**src/rtl/numarator_pkg.sv**
```systemverilog
// ============================================================================
// Module      : numarator_pkg
// Description : Shared constants and next-operation decode for the counter.
// Revision    : 1.0 - initial release
// ============================================================================
`default_nettype none

package numarator_pkg;

    localparam int unsigned c_default_width = 5;
    localparam int unsigned c_reset_value   = 0;

    typedef enum logic [1:0] {
        op_reset = 2'd0,
        op_load  = 2'd1,
        op_count = 2'd2,
        op_hold  = 2'd3
    } op_e;

    // Resolves the per-edge priority: reset low, then load, then count enable.
    function automatic op_e decode_op(input logic reset_n, input logic load,
                                      input logic en);
        if (!reset_n)
            return op_reset;
        else if (load)
            return op_load;
        else if (en)
            return op_count;
        else
            return op_hold;
    endfunction

endpackage

`default_nettype wire

```
**src/rtl/numarator.sv**
```systemverilog
// ============================================================================
// Module      : numarator
// Description : Loadable up/down wrap-around counter, synchronous active-low reset.
// Revision    : 1.0 - initial release
// ============================================================================
`default_nettype none

module numarator
    import numarator_pkg::*;
#(
    parameter int unsigned WIDTH = c_default_width
) (
    input  logic             ck,
    input  logic             reset,
    input  logic [WIDTH-1:0] in,
    input  logic             load,
    input  logic             en,
    input  logic             UpDown,
    output logic [WIDTH-1:0] out
);

    logic [WIDTH-1:0] r_count;
    logic [WIDTH-1:0] w_next;
    op_e              w_op;

    assign w_op = decode_op(reset, load, en);

    // Modulo arithmetic falls out of the fixed register width; no saturation.
    always_comb begin
        w_next = r_count;
        unique case (w_op)
            op_reset: w_next = WIDTH'(c_reset_value);
            op_load:  w_next = in;
            op_count: w_next = UpDown ? r_count + WIDTH'(1) : r_count - WIDTH'(1);
            op_hold:  w_next = r_count;
            default:  w_next = r_count;
        endcase
    end

    always_ff @(posedge ck) begin
        r_count <= w_next;
    end

    assign out = r_count;

endmodule

`default_nettype wire

```
**config.mk**
```make
export PLATFORM = sky130hd
export DESIGN_NAME = numarator
export DESIGN_NICKNAME = d
export VERILOG_FILES = /design/src/rtl/numarator_pkg.sv /design/src/rtl/numarator.sv
export SDC_FILE = /design/constraint.sdc
export NUM_CORES = 1
export LEC_CHECK = 0
export CAP_MARGIN = 10
export CORE_AREA = 2 2 39 41
export DETAILED_ROUTE_END_ITERATION = 12
export DIE_AREA = 0 0 41 43
export GPL_TIMING_DRIVEN = 0
export PLACE_DENSITY = 0.7
export SYNTH_ARGS = -nofsm -noshare
export SYNTH_HDL_FRONTEND = slang
export SYNTH_SLANG_ARGS = --single-unit
```
**constraint.sdc**
```tcl
create_clock -name ck -period 1.6 [get_ports ck]
set_input_delay 0.32 -clock ck [delete_from_list [all_inputs] [get_ports ck]]
set_output_delay 0.32 -clock ck [all_outputs]
set_load 0.1 [all_outputs]
```
== After elaboration in Yosys (flattened, before gate mapping) ==
Cells that the tools add are included.
Operators by class
  muxes and demuxes: 5
  equality and inequality tests: 3
  add/subtract/negate cells: 2
  reduce and logical (&&, ||, !) cells: 1
Operators with widths (count)
  5-bit one-hot mux with 3 select lines: 1
  5-bit by 1-bit adder with 5-bit output, second input constant: 1
  5-bit two-way mux: 1
  5-bit by 1-bit subtractor with 5-bit output, second input constant: 1
  2-bit == test, second input constant: 2
  2-bit two-way mux: 2
  2-bit by 1-bit == test with 1-bit output, second input constant: 1
  2-bit zero test: 1
  1-bit two-way mux: 1
Word-level totals
  flip-flop bits (word level): 5
  input bits: 10
  word-level logic and storage cells: 12
  output and inout bits: 5

== Longest topological paths before layout ==
Gate-level depths: netlist (run 1).
  word-level depth: 5
  gate-level depth with buffers: 6
  depth with buffers taken out: 6

== Worst setup path after synthesis (run 1) ==
Ideal clock, no wire load.
  path type: register to register
  from: register r_count[0] (netlist: out[0])
  to: register r_count[4] (netlist: out[4]), data pin
  data required time: 1337 ps
  arrival time: 1931 ps
  period minus slack after synthesis: 2193 ps
  setup time: 263 ps
  cell stages (with the launch flop): 6
  slack: -593 ps
  path through: edfxtp_1 > inv_1 > fa_1 > nand2b_1 > a21oi_2 > o211ai_2
On the way
  word-level cells in the longest chain between the ends: 3
Ends and longest elaborated chain
  start: declaration: line numarator.sv:22  | logic [WIDTH-1:0] r_count;
  start signal: assignment: line numarator.sv:41  | r_count <= w_next;
  5-bit by 1-bit subtractor with 5-bit output or 5-bit by 1-bit adder with 5-bit output (tied branches): line numarator.sv:34  | op_count: w_next = UpDown ? r_count + WIDTH'(1) : r_count - WIDTH'(1);
  5-bit two-way mux (*): line numarator.sv:34
  5-bit one-hot mux with 3 select lines (*): line numarator.sv:31  | unique case (w_op)
  named net w_next[4]: line numarator.sv:23  | logic [WIDTH-1:0] w_next;
The timed path passes the listed nets; every way through them passes the cells marked *.
A chain may end at the register's enable or synchronous reset.

== Worst setup path in the final report (run 1) ==
  from: register r_count[0] (netlist: out[0])
  to: output out[0]
RTL lines
  end: declaration: line numarator.sv:19  | output logic [WIDTH-1:0] out
No word-level cell between the ends.

==> flow_metrics.tcl, run 1 <==
set metrics [dict create \
    synth_fa_ha_area_frac 0.137 \
    crit_chain "clkdlybuf4s18_2" \
    drv_slew 0 \
    synth_compound_area_frac 0.158 \
    hold_path.class "primary input to flip-flop" \
    p_seq_frac 0.310 \
    grt_pass1_vias 308 \
    dpl.hpwl_um 687 \
    fin_crit_sh 0.953 \
    grt_pass1_wl_um 1270 \
    critPathTopFamily "buffers and inverters" \
    antennaDiodeCount 0 \
    syn_inst 41 \
    die_area_um2 1760 \
    clk_pin_slew_ns 0.04 \
    hold_buffers 0 \
    cpMaxStageDelayCell "clkdlybuf4s18_2" \
    drive_gt1_frac 0.339 \
    max_stage_delay_ns 0.56 \
    synth.distinct_cells 24 \
    finalSetupTns_ns 0 \
    htreeDepth 1 \
    finalHoldViolCount 0 \
    dieHeight_um 43 \
    via_count 359 \
    cts_tree "done" \
    cts-root-to-sink-buffers 2 \
    first_pass_iters 4 \
    rsz0062_at_grt "false" \
    worstSkewPairLatency_ns 0.24 \
    cts.sinks 5 \
    core-area_um2 1380 \
    grt_max_degree 11 \
    first_iter_violations 5 \
    ys_warn_count 0 \
    synth.area.top_cells "edfxtp_1, ha_1, fa_1, nor2b_1, a21oi_2" \
    rows 14 \
    critPathRequiredTime_ns 1.28 \
    irDropWorstVdd_v 0.000315 \
    cts_made_buffers 3 \
    synthSimpleGateAreaFrac 0.251 \
    leakagePower_nw 0.256 \
    num-nets-final 74 \
    cp.arrival_ns 1.20 \
    drc 0 \
    power_frac_clock 0.265 \
    end_kind "output port" \
    synth_mux_area_frac 0 \
    whs_ns 0.456 \
    vias_per_cell 4.79 \
    synth_area_um2 419 \
    switching_share 0.384 \
    grt_overflow_total 0 \
    antenna_found_initial 0 \
    p_per_area_nw_per_um2 883 \
    gp_routability_congestion 0.733 \
    fill_cells 142 \
    slew-limit-headroom 0.640 \
    ios 15 \
    syn_nets 55 \
    setup.worst_path.start_class "flip-flop" \
    path_max_fanout 4 \
    clockRootBuffer "clkbuf_4" \
    internal_power_mw 0.334 \
    avgSynthCellArea_um2 10.2 \
    drv_cap 0 \
    synth_top_family_by_area "simple AND/OR/NAND/NOR gates" \
    io_buffers 12 \
    clock.fmax_mhz 656 \
    finalSetupViolCount 0 \
    grtUsageTotal 0.111 \
    drtAntennaViolNets 0 \
    ys_seq_elements 5 \
    yosysTopAreaCellShare 0.358 \
    final_util 0.444 \
    cp_num_buf_inv 1 \
    status "completed" \
    fin_skew_ns 0.00223 \
    placed_area_um2 569 \
    largest_reg_flops 5 \
    wirelength_um 857 \
    period_needed_ns 1.52 \
    wl_per_cell_um 11.4 \
    synth_xor_xnor_area_share 0.0209 \
    initial_core_util 0.303 \
    max_slew.worst_pin.slew_ns 0.542 \
    area_delta_synth_final_pct 46.6 \
    p_sw_mw 0.208 \
    synth_top_area_cell "edfxtp_1" \
    dieWidth_um 41 \
    ys_seq_area_frac 0.358 \
    stdcell_area_um2 614 \
    combPwrFrac 0.425 \
    worstSetupPathType "flip-flop to output port" \
]
metal layers:
metal	GRT usage	up-vias	routed length [um]
li1	-	185	-
met1	0.155	163	407
met2	0.141	11	408
met3	0.0314	0	41
met4	0.0800	0	0
met5	0	-	0
area by class of cell:
type	count	area, um^2	area share
timing repair buffer	14	139	0.226
buffer	2	16.3	0.0265
tap	16	20.0	0.0326
sequential	5	150	0.244
inverter	4	15.0	0.0244
clock buffer	4	26.3	0.0428
multi-input combinational	30	248	0.403
stage by stage:
step                cells  power, mW  setup WS [ns]
detailed placement     69      0.400         -0.438
finish                 75      0.542         0.0753
global placement       69      0.397         -0.391
floorplan              41      0.342         -0.478
global route           75      0.580         0.0137
CTS                    73      0.544         0.0338
worst paths after layout:
path                         start               end  slack (ns)  depth (start not counted)
setup / recovery  out[0]$_DFFE_PP_            out[0]        0.08                          1
hold / removal                load  out[4]$_DFFE_PP_        0.46                          3
setup reg to reg  out[0]$_DFFE_PP_  out[4]$_DFFE_PP_        0.09                          6
hold reg to reg   out[4]$_DFFE_PP_  out[4]$_DFFE_PP_        0.81                          3
worst reg2reg max path: stages (launching register included):
cell      delay (ns)
edfxtp_1        0.40
inv_2           0.06
fa_2            0.36
nand2b_4        0.15
a21oi_2         0.18
nand4b_1        0.14
o211ai_2        0.08
power by group through the flow:
stage               clock network [mW]  registers (mW)  logic [mW]
CTS                              0.150           0.169       0.226
floorplan                            0           0.260      0.0823
global route                     0.166           0.169       0.245
global placement                     0           0.171       0.226
detailed placement                   0           0.171       0.229
finish                           0.144           0.168       0.230
cell families after synthesis:
logic type / count (synthesis)
AO/OA/AOI/OAI: 8
XOR/XNOR: 1
adder cells (fa/ha/maj): 4
buffers and inverters: 6
flip-flops: 5
AND/OR/NAND/NOR: 17
synthesized netlist by cell type:
master    number
nor2b_4        1
nand2b_1       2
a21o_1         1
buf_6          1
fa_1           1
edfxtp_1       5
a32oi_1        1
inv_1          4
nor2_1         3
nor2b_1        3
nand4_1        1
a21oi_2        2
nand2_1        1
nand4b_1       1
o211ai_1       1
xnor2_1        1
nand3b_1       1
a21oi_1        1
nand3_1        3
o211ai_2       1
a22oi_1        1
nor3b_1        1
buf_2          1
ha_1           3
cells in the final DEF, fill, tap and decap left out, types with 2 or more instances in the layout:
cell type / count
edfxtp_1: 5
buf_4: 2
inv_1: 2
clkdlybuf4s15_2: 4
nor2_1: 3
nor2b_1: 3
nand3_1: 3
ha_1: 3
a21oi_2: 2
inv_2: 2
clkbuf_4: 3
clkdlybuf4s50_1: 6
what timing repair did:
item / in CTS / in global routing
setup endpoints to repair: 8 / 2
setup buffers: 0 / 2
gates resized for setup: 16 / 1
cloned: 0 / 0
Power figures use the tool's default switching activity.
==> run 2: changes to the inputs <==
--- a/config.mk
+++ b/config.mk
@@ -5,7 +5,6 @@
 export SDC_FILE = /design/constraint.sdc
 export NUM_CORES = 1
 export LEC_CHECK = 0
-export CAP_MARGIN = 10
 export CORE_AREA = 2 2 39 41
 export DETAILED_ROUTE_END_ITERATION = 12
 export DIE_AREA = 0 0 41 43
==> results of run 2 <==
The final DEF is identical to that of run 1; final timing and power are the same.
==> run 3: changes to the inputs <==
--- a/config.mk
+++ b/config.mk
@@ -6,6 +6,7 @@
 export NUM_CORES = 1
 export LEC_CHECK = 0
 export CORE_AREA = 2 2 39 41
+export CTS_CLUSTER_SIZE = 20
 export DETAILED_ROUTE_END_ITERATION = 12
 export DIE_AREA = 0 0 41 43
 export GPL_TIMING_DRIVEN = 0
==> results of run 3 <==
The final DEF is identical to that of run 1; final timing and power are the same.
